File: src/rtl/imem_loader.sv
// Byte-stream program loader: assembles framed little-endian words into instruction RAM writes
// and holds the CPU in reset until a checksummed frame has loaded. Optional inter-byte timeout via IMEM_LOADER_TIMEOUT_EN.
module imem_loader #(
    parameter int         ADDR_WIDTH     = 8,
    parameter logic [7:0] SYNC_BYTE      = 8'hA5,
    parameter int         TIMEOUT_CYCLES = 1_000_000
) (
    input  logic        clk,
    input  logic        reset,
    input  logic [7:0]  rx_data,
    input  logic        rx_valid,
    output logic        we,
    output logic [31:0] waddr,
    output logic [31:0] wdata,
    output logic        cpu_reset,
    output logic        done,
    output logic        error
);

    typedef enum logic [2:0] {IDLE, LEN_LO, LEN_HI, DATA, CHK, DONE, ERR} state_t;

    localparam logic [16:0] MAX_WORDS = 17'(2 ** ADDR_WIDTH);

    // The length field is 16 bits, so deeper memories could never be filled by one frame.
    if (ADDR_WIDTH < 1 || ADDR_WIDTH > 16 || TIMEOUT_CYCLES < 1) begin : g_bad_params
        $error("imem_loader: unsupported parameter values");
    end

    state_t      state;
    state_t      state_next;
    logic [7:0]  len_lo;
    logic [15:0] len;
    logic [15:0] word_idx;
    logic [1:0]  byte_idx;
    logic [23:0] asm_reg;
    logic [7:0]  checksum;

    logic [15:0] len_full;
    logic        last_word;
    logic        is_sync;

    assign len_full  = {rx_data, len_lo};
    assign last_word = (word_idx == len - 16'd1);
    assign is_sync   = rx_valid && (rx_data == SYNC_BYTE);

    assign cpu_reset = (state != DONE);
    assign done      = (state == DONE);
    assign error     = (state == ERR);

`ifdef IMEM_LOADER_TIMEOUT_EN
    logic [31:0] timer;
    logic        frame_active;
    logic        timeout_hit;

    assign frame_active = (state == LEN_LO) || (state == LEN_HI) || (state == DATA) || (state == CHK);
    assign timeout_hit  = frame_active && !rx_valid && (timer == 32'(TIMEOUT_CYCLES - 1));

    // Counts idle cycles inside a frame; any received byte restarts the count.
    always_ff @(posedge clk or posedge reset) begin
        if (reset) begin
            timer <= 32'd0;
        end else if (!frame_active || rx_valid) begin
            timer <= 32'd0;
        end else begin
            timer <= timer + 32'd1;
        end
    end
`endif

    always_ff @(posedge clk or posedge reset) begin
        if (reset) begin
            state <= IDLE;
        end else begin
            state <= state_next;
        end
    end

    always_comb begin
        state_next = state;
        case (state)
            IDLE:   if (is_sync) state_next = LEN_LO;
            LEN_LO: if (rx_valid) state_next = LEN_HI;
            LEN_HI: begin
                if (rx_valid) begin
                    if ({1'b0, len_full} > MAX_WORDS) begin
                        state_next = ERR;
                    end else if (len_full == 16'd0) begin
                        state_next = CHK;
                    end else begin
                        state_next = DATA;
                    end
                end
            end
            DATA:   if (rx_valid && byte_idx == 2'd3 && last_word) state_next = CHK;
            CHK:    if (rx_valid) state_next = (rx_data == checksum) ? DONE : ERR;
            DONE,
            ERR:    if (is_sync) state_next = LEN_LO;
            default: state_next = IDLE;
        endcase
`ifdef IMEM_LOADER_TIMEOUT_EN
        if (timeout_hit) state_next = ERR;
`endif
    end

    // Word assembly keeps b2..b0 in asm_reg so a fresh byte can arrive during a write pulse.
    always_ff @(posedge clk or posedge reset) begin
        if (reset) begin
            we       <= 1'b0;
            waddr    <= 32'd0;
            wdata    <= 32'd0;
            len_lo   <= 8'd0;
            len      <= 16'd0;
            word_idx <= 16'd0;
            byte_idx <= 2'd0;
            asm_reg  <= 24'd0;
            checksum <= 8'd0;
        end else begin
            we <= 1'b0;
            if (state == LEN_LO && rx_valid) begin
                len_lo <= rx_data;
            end
            if (state == LEN_HI && rx_valid) begin
                len      <= len_full;
                word_idx <= 16'd0;
                byte_idx <= 2'd0;
                checksum <= 8'd0;
            end
            if (state == DATA && rx_valid) begin
                checksum <= checksum + rx_data;
                byte_idx <= byte_idx + 2'd1;
                if (byte_idx == 2'd3) begin
                    we       <= 1'b1;
                    waddr    <= {{(30 - ADDR_WIDTH){1'b0}}, word_idx[ADDR_WIDTH-1:0], 2'b00};
                    wdata    <= {rx_data, asm_reg};
                    word_idx <= word_idx + 16'd1;
                end else begin
                    asm_reg <= {rx_data, asm_reg[23:8]};
                end
            end
        end
    end

endmodule

File: config.mk
export PLATFORM = sky130hd
export DESIGN_NAME = imem_loader
export DESIGN_NICKNAME = d
export VERILOG_FILES = /design/src/rtl/imem_loader.sv
export SDC_FILE = /design/constraint.sdc
export NUM_CORES = 1
export LEC_CHECK = 0
export BUFFER_PORTS_ARGS = -buffer_cell sky130_fd_sc_hd__buf_2
export CAP_MARGIN = 10
export CORE_MARGIN = 8
export CORE_UTILIZATION = 50
export CTS_BUF_LIST = sky130_fd_sc_hd__clkbuf_16
export CTS_CLUSTER_DIAMETER = 80
export DETAILED_ROUTE_END_ITERATION = 12
export GPL_ROUTABILITY_DRIVEN = 0
export PLACE_DENSITY = 0.78
export SLEW_MARGIN = 5
export SYNTH_ARGS = -nofsm -noshare
export SYNTH_HDL_FRONTEND = slang
export SYNTH_SLANG_ARGS = --single-unit
File: constraint.sdc
create_clock -name clk -period 4.6 [get_ports clk]
set_input_delay 0.92 -clock clk [delete_from_list [all_inputs] [get_ports clk]]
set_output_delay 0.92 -clock clk [all_outputs]
set_load 0.03 [all_outputs]
Word level (Yosys, flattened, before mapping)

Cells that the tools add are included.

Input port bits: 11
Register bits after elaboration: 118
Output and inout port bits: 68
Logic and storage cells: 63

Mux-type cells: 18
Equal/unequal tests: 16
Add/sub/neg operators: 4
Bitwise logic cells: 1
$lt $le $gt $ge: 1
Reductions and logical operators: 13

Operators with widths:

| kind                    | count |
|---|---|
| $mux W16                | 3 |
| $mux W3                 | 7 |
| $add A16 B1 Y16 const B | 1 |
| $eq A16 B16 Y1          | 1 |
| $gt A16 B9 Y1 const B   | 1 |
| $logic_not A16 Y1       | 1 |
| $mux W8                 | 2 |
| $sub A16 B1 Y16 const B | 1 |
| $pmux W3 S5             | 1 |
| $eq A3 B3 Y1 const B    | 3 |
| $add A8 B8 Y8           | 1 |
| $eq A8 B8 Y1            | 1 |
| $eq A8 B8 Y1 const B    | 1 |
| $ne A2 B2 Y1 const B    | 4 |
| $eq A3 B2 Y1 const B    | 2 |
| $logic_and A1 B1 Y1     | 6 |
| $mux W2                 | 3 |
| $reduce_and A5 Y1       | 1 |
| $reduce_and A2 Y1       | 2 |
| $eq A3 B1 Y1 const B    | 1 |
| $logic_not A3 Y1        | 1 |
| $ne A3 B3 Y1 const B    | 1 |
| $reduce_or A3 Y1        | 1 |
| $add A2 B1 Y2 const B   | 1 |
| 5 further kinds         | 6 |

Depth between registers and ports, before layout

Depth in word-level cells: 5
Mapped depth: 9
Mapped depth without buffers: 9

Least setup slack after synthesis

OpenSTA, ideal clock, no wires.

Kind: input to register
Start: input port rx_data[1]
End: register checksum[7]
Stages: 8
Path slack: 1.962 ns
Path buffers: 0
Data required time: 4.521 ns
Setup time: 0.079 ns
Arrival time: 2.558 ns
Cells stage by stage: ha_1 a21o_1 a21oi_1 o21bai_1 a2111o_1 and3_1 nor3b_1 a2bb2oi_1

Longest elaborated chain between the ends: 2

Ends and longest elaborated chain:

| what                 | line | text |
|---|---|---|
| start, declared      | 10   | `input logic [7:0] rx_data,` |
| $add A8 B8 Y8        | 129  | `checksum <= checksum + rx_data;` |
| $mux W8              | 128  | `if (state == DATA && rx_valid) begin` |
| end signal, assigned | 129  |  |
| end, declared        | 36   | `logic [7:0] checksum;` |

Every way passes these cells.
A chain may end at the register's enable or synchronous reset.

Worst setup path in the final report

Start: input port rx_valid
End: register word_idx[13]

Longest elaborated chain between the ends: 4
Elaborated cells on any way between the ends: 5
Classes of those cells: 3 x mux; 2 x reduce/logical

Ends and longest elaborated chain:

| what                 | line | text |
|---|---|---|
| start, declared      | 11   | `input logic rx_valid,` |
| $logic_and A1 B1 Y1  | 122  | `if (state == LEN_HI && rx_valid) begin` |
| $mux W16             | 122  |  |
| $mux W16             | 131  | `if (byte_idx == 2'd3) begin` |
| $mux W16 *           | 128  |  |
| end signal, assigned | 135  | `word_idx <= word_idx + 16'd1;` |
| end, declared        | 33   | `logic [15:0] word_idx;` |

Mark *: on every way between the ends. The rest lies on a longest branch, timed or not.

==> flow_metrics.tcl <==
set metrics [dict create \
    drive_gt1_frac 0.194 \
    period_minus_slack_ns 2.77 \
    die-area_mm2 0.0154 \
    ios 79 \
    synthArstFlopShare 1.00 \
    yosysWarnings 0 \
    cp_top_family "simple AND/OR/NAND/NOR gates" \
    root_buffer "clkbuf_16" \
    largest_reg_flops 32 \
    cp-end-kind "flip-flop" \
    syn-instance-count 602 \
    htree_levels 4 \
    dp.cells 775 \
    status "finished clean" \
    seq_area_mm2 0.00295 \
    setup_violations 0 \
    finClkSkew_ns 0.0107 \
    fin_util 0.592 \
    synth_cell_type_count 55 \
    grt_pass1_wl_um 23200 \
    p_total_mw 4.84 \
    peakVddDrop_mv 0.413 \
    synth_area_mm2 0.00586 \
    clkTransAtPathRegs_ns 0.06 \
    stdcell_count 807 \
    finalHoldViolations 0 \
    cts.sinks 118 \
    synth-edff-count 0 \
    overflow 0 \
    ant_nets 0 \
    synth_ff_type "dfrtp_1" \
    hold_buffers 0 \
    wl_per_cell_um 16.9 \
    p_leak_nw 3.39 \
    fin_crit_sh 0.602 \
    fp.dieH_um 124 \
    cp-start-kind "input pin" \
    cp.required_ns 4.88 \
    cts_setup_buffers 0 \
    slew_viol_final 0 \
    pre_cts_ws_ns 1.45 \
    first_pass_iters 5 \
    cts_tree "yes" \
    slew_headroom 0.259 \
    hold_path_class "flip-flop to flip-flop" \
    max_stage_delay_ns 0.55 \
    grt_max_degree 45 \
    final_nets 673 \
    placed_area_mm2 0.00615 \
    core_mm2 0.0114 \
    vias 4515 \
    nFillCells 930 \
    grt_pass1_vias 4729 \
    synth_top_cell_by_area "dfrtp_1" \
    multi_input_area_mm2 0.00267 \
    synth.top_cells.by_count "177 x nand2_1, 118 x dfrtp_1, 26 x mux2_2" \
    fin_ws_ns 1.83 \
    fin_area_mm2 0.00676 \
    std_cell_rows 39 \
    start_util 0.513 \
    areaGrowthSynthToFinish_pct 15.3 \
    viasPerCell 5.59 \
    port_buffers 54 \
    rsz0062_at_grt "false" \
    ys_seq_area_frac 0.504 \
    path_max_fanout 44 \
    fmax_ghz 0.361 \
    holdWs_ns 0.465 \
    power_density_mw_per_mm2 716 \
    clock_path_buffers 2 \
    avgSynthCellArea_um2 9.74 \
    critical_path_buf_inv_count 3 \
    die_w_um 124 \
    worstSetupPathType "input pin to flip-flop" \
    finalWirelength_um 13700 \
    dp_hpwl_um 9050 \
    ctsResizeCount 0 \
    worst_pin_slew_ns 1.11 \
    drc 0 \
    clk_latency_ns 0.41 \
    cp_slowest_cell "and4b_1" \
    cts-buffers-inserted 17 \
    n_antenna_cell 0 \
    antenna_found_initial 0 \
    yosysMostFrequentCell "nand2_1" \
    tns_ns 0 \
    drv_cap 0 \
    ys_seq_elements 118 \
    drt_iter0_drc 466 \
    crit_chain "buf_2, and4b_1, nand2_1, buf_4, inv_2, nand4_1, or3_1, o211ai_1, o31ai_1" \
    grt_usage 0.181 \
    synth.area.top_cells "dfrtp_1 50%, nand2_1 11%, mux2_2 5.0%" \
    critPathArrivalTime_ns 3.05 \
    yosysTopAreaCellShare 0.504 \
]
[area by class of cell]
| cell class | instances | share of cell area |
|---|---|---|
| clock inverters | 15 | 0.0272 |
| flip-flops and latches | 118 | 0.437 |
| repair buffers | 59 | 0.0455 |
| well taps | 143 | 0.0265 |
| inverters | 11 | 0.00648 |
| multi-input cells | 444 | 0.394 |
| clock buffers | 17 | 0.0629 |
[final timing paths]
check                      startpoint      endpoint  slack (ns)  cells after the start
setup / recovery             rx_valid  word_idx[13]        1.83                      9
hold / removal             asm_reg[0]      wdata[0]        0.47                      2
setup reg to reg             state[1]  word_idx[13]        1.83                      8
hold reg to reg            asm_reg[0]      wdata[0]        0.47                      2
max in group asynchronous       reset     len_lo[2]        3.13                      3
min in group asynchronous       reset      wdata[7]        0.57                      2
[report_power, final]
part | switching (mW) | total [mW] | internal, mW | leakage (nW)
Clock | 0.559 | 1.34 | 0.782 | 0.297
Sequential | 0.358 | 1.78 | 1.42 | 1.52
Combinational | 1.01 | 1.72 | 0.703 | 1.57
[kinds of logic (layout without fill, tap and decap cells)]
family / after synthesis / after routing / share of synthesized area
AO/OA/AOI/OAI: 61 / 61 / 0.0711
XOR/XNOR: 30 / 30 / 0.0448
adder cells (fa/ha/maj): 12 / 12 / 0.0265
buffers and inverters: 63 / 102 / 0.0566
flip-flops: 118 / 118 / 0.504
multiplexers: 37 / 37 / 0.0704
other: 1 / 24 / 0.000640
AND/OR/NAND/NOR: 280 / 280 / 0.226
[cells in the final DEF, fill, tap and decap left out, drive strengths merged, types with 7 or more instances in the layout]
| cell | netlist | layout |
|---|---|---|
| clkbuf | 24 | 17 |
| ha | 10 | 10 |
| a21oi | 10 | 10 |
| nand4 | 7 | 7 |
| nor2 | 21 | 21 |
| nor4 | 9 | 9 |
| conb | 1 | 24 |
| inv | 11 | 20 |
| xor2 | 8 | 8 |
| buf | 28 | 59 |
| a22o | 8 | 8 |
| nand2b | 7 | 7 |
| xnor2 | 22 | 22 |
| mux2 | 34 | 34 |
| dfrtp | 118 | 118 |
| nand2 | 177 | 177 |
| o21ai | 15 | 15 |
| nor3 | 10 | 10 |
| nand3 | 19 | 19 |
[tightest hold or removal path: stages (launching register included)]
cell	delay [ns]
dfrtp_1	0.34
nand2_1	0.05
nand2_1	0.05
[metal layers]
metal	GRT usage	vias up	share of wire	routed length [um]
met5	0	-	0	0
met4	0.0843	0	0.022	295
met3	0.0523	32	0.059	800
met2	0.305	162	0.51	7030
met1	0.206	2238	0.41	5530
li1	-	2083	-	-
(Power assumes the default switching activity.)
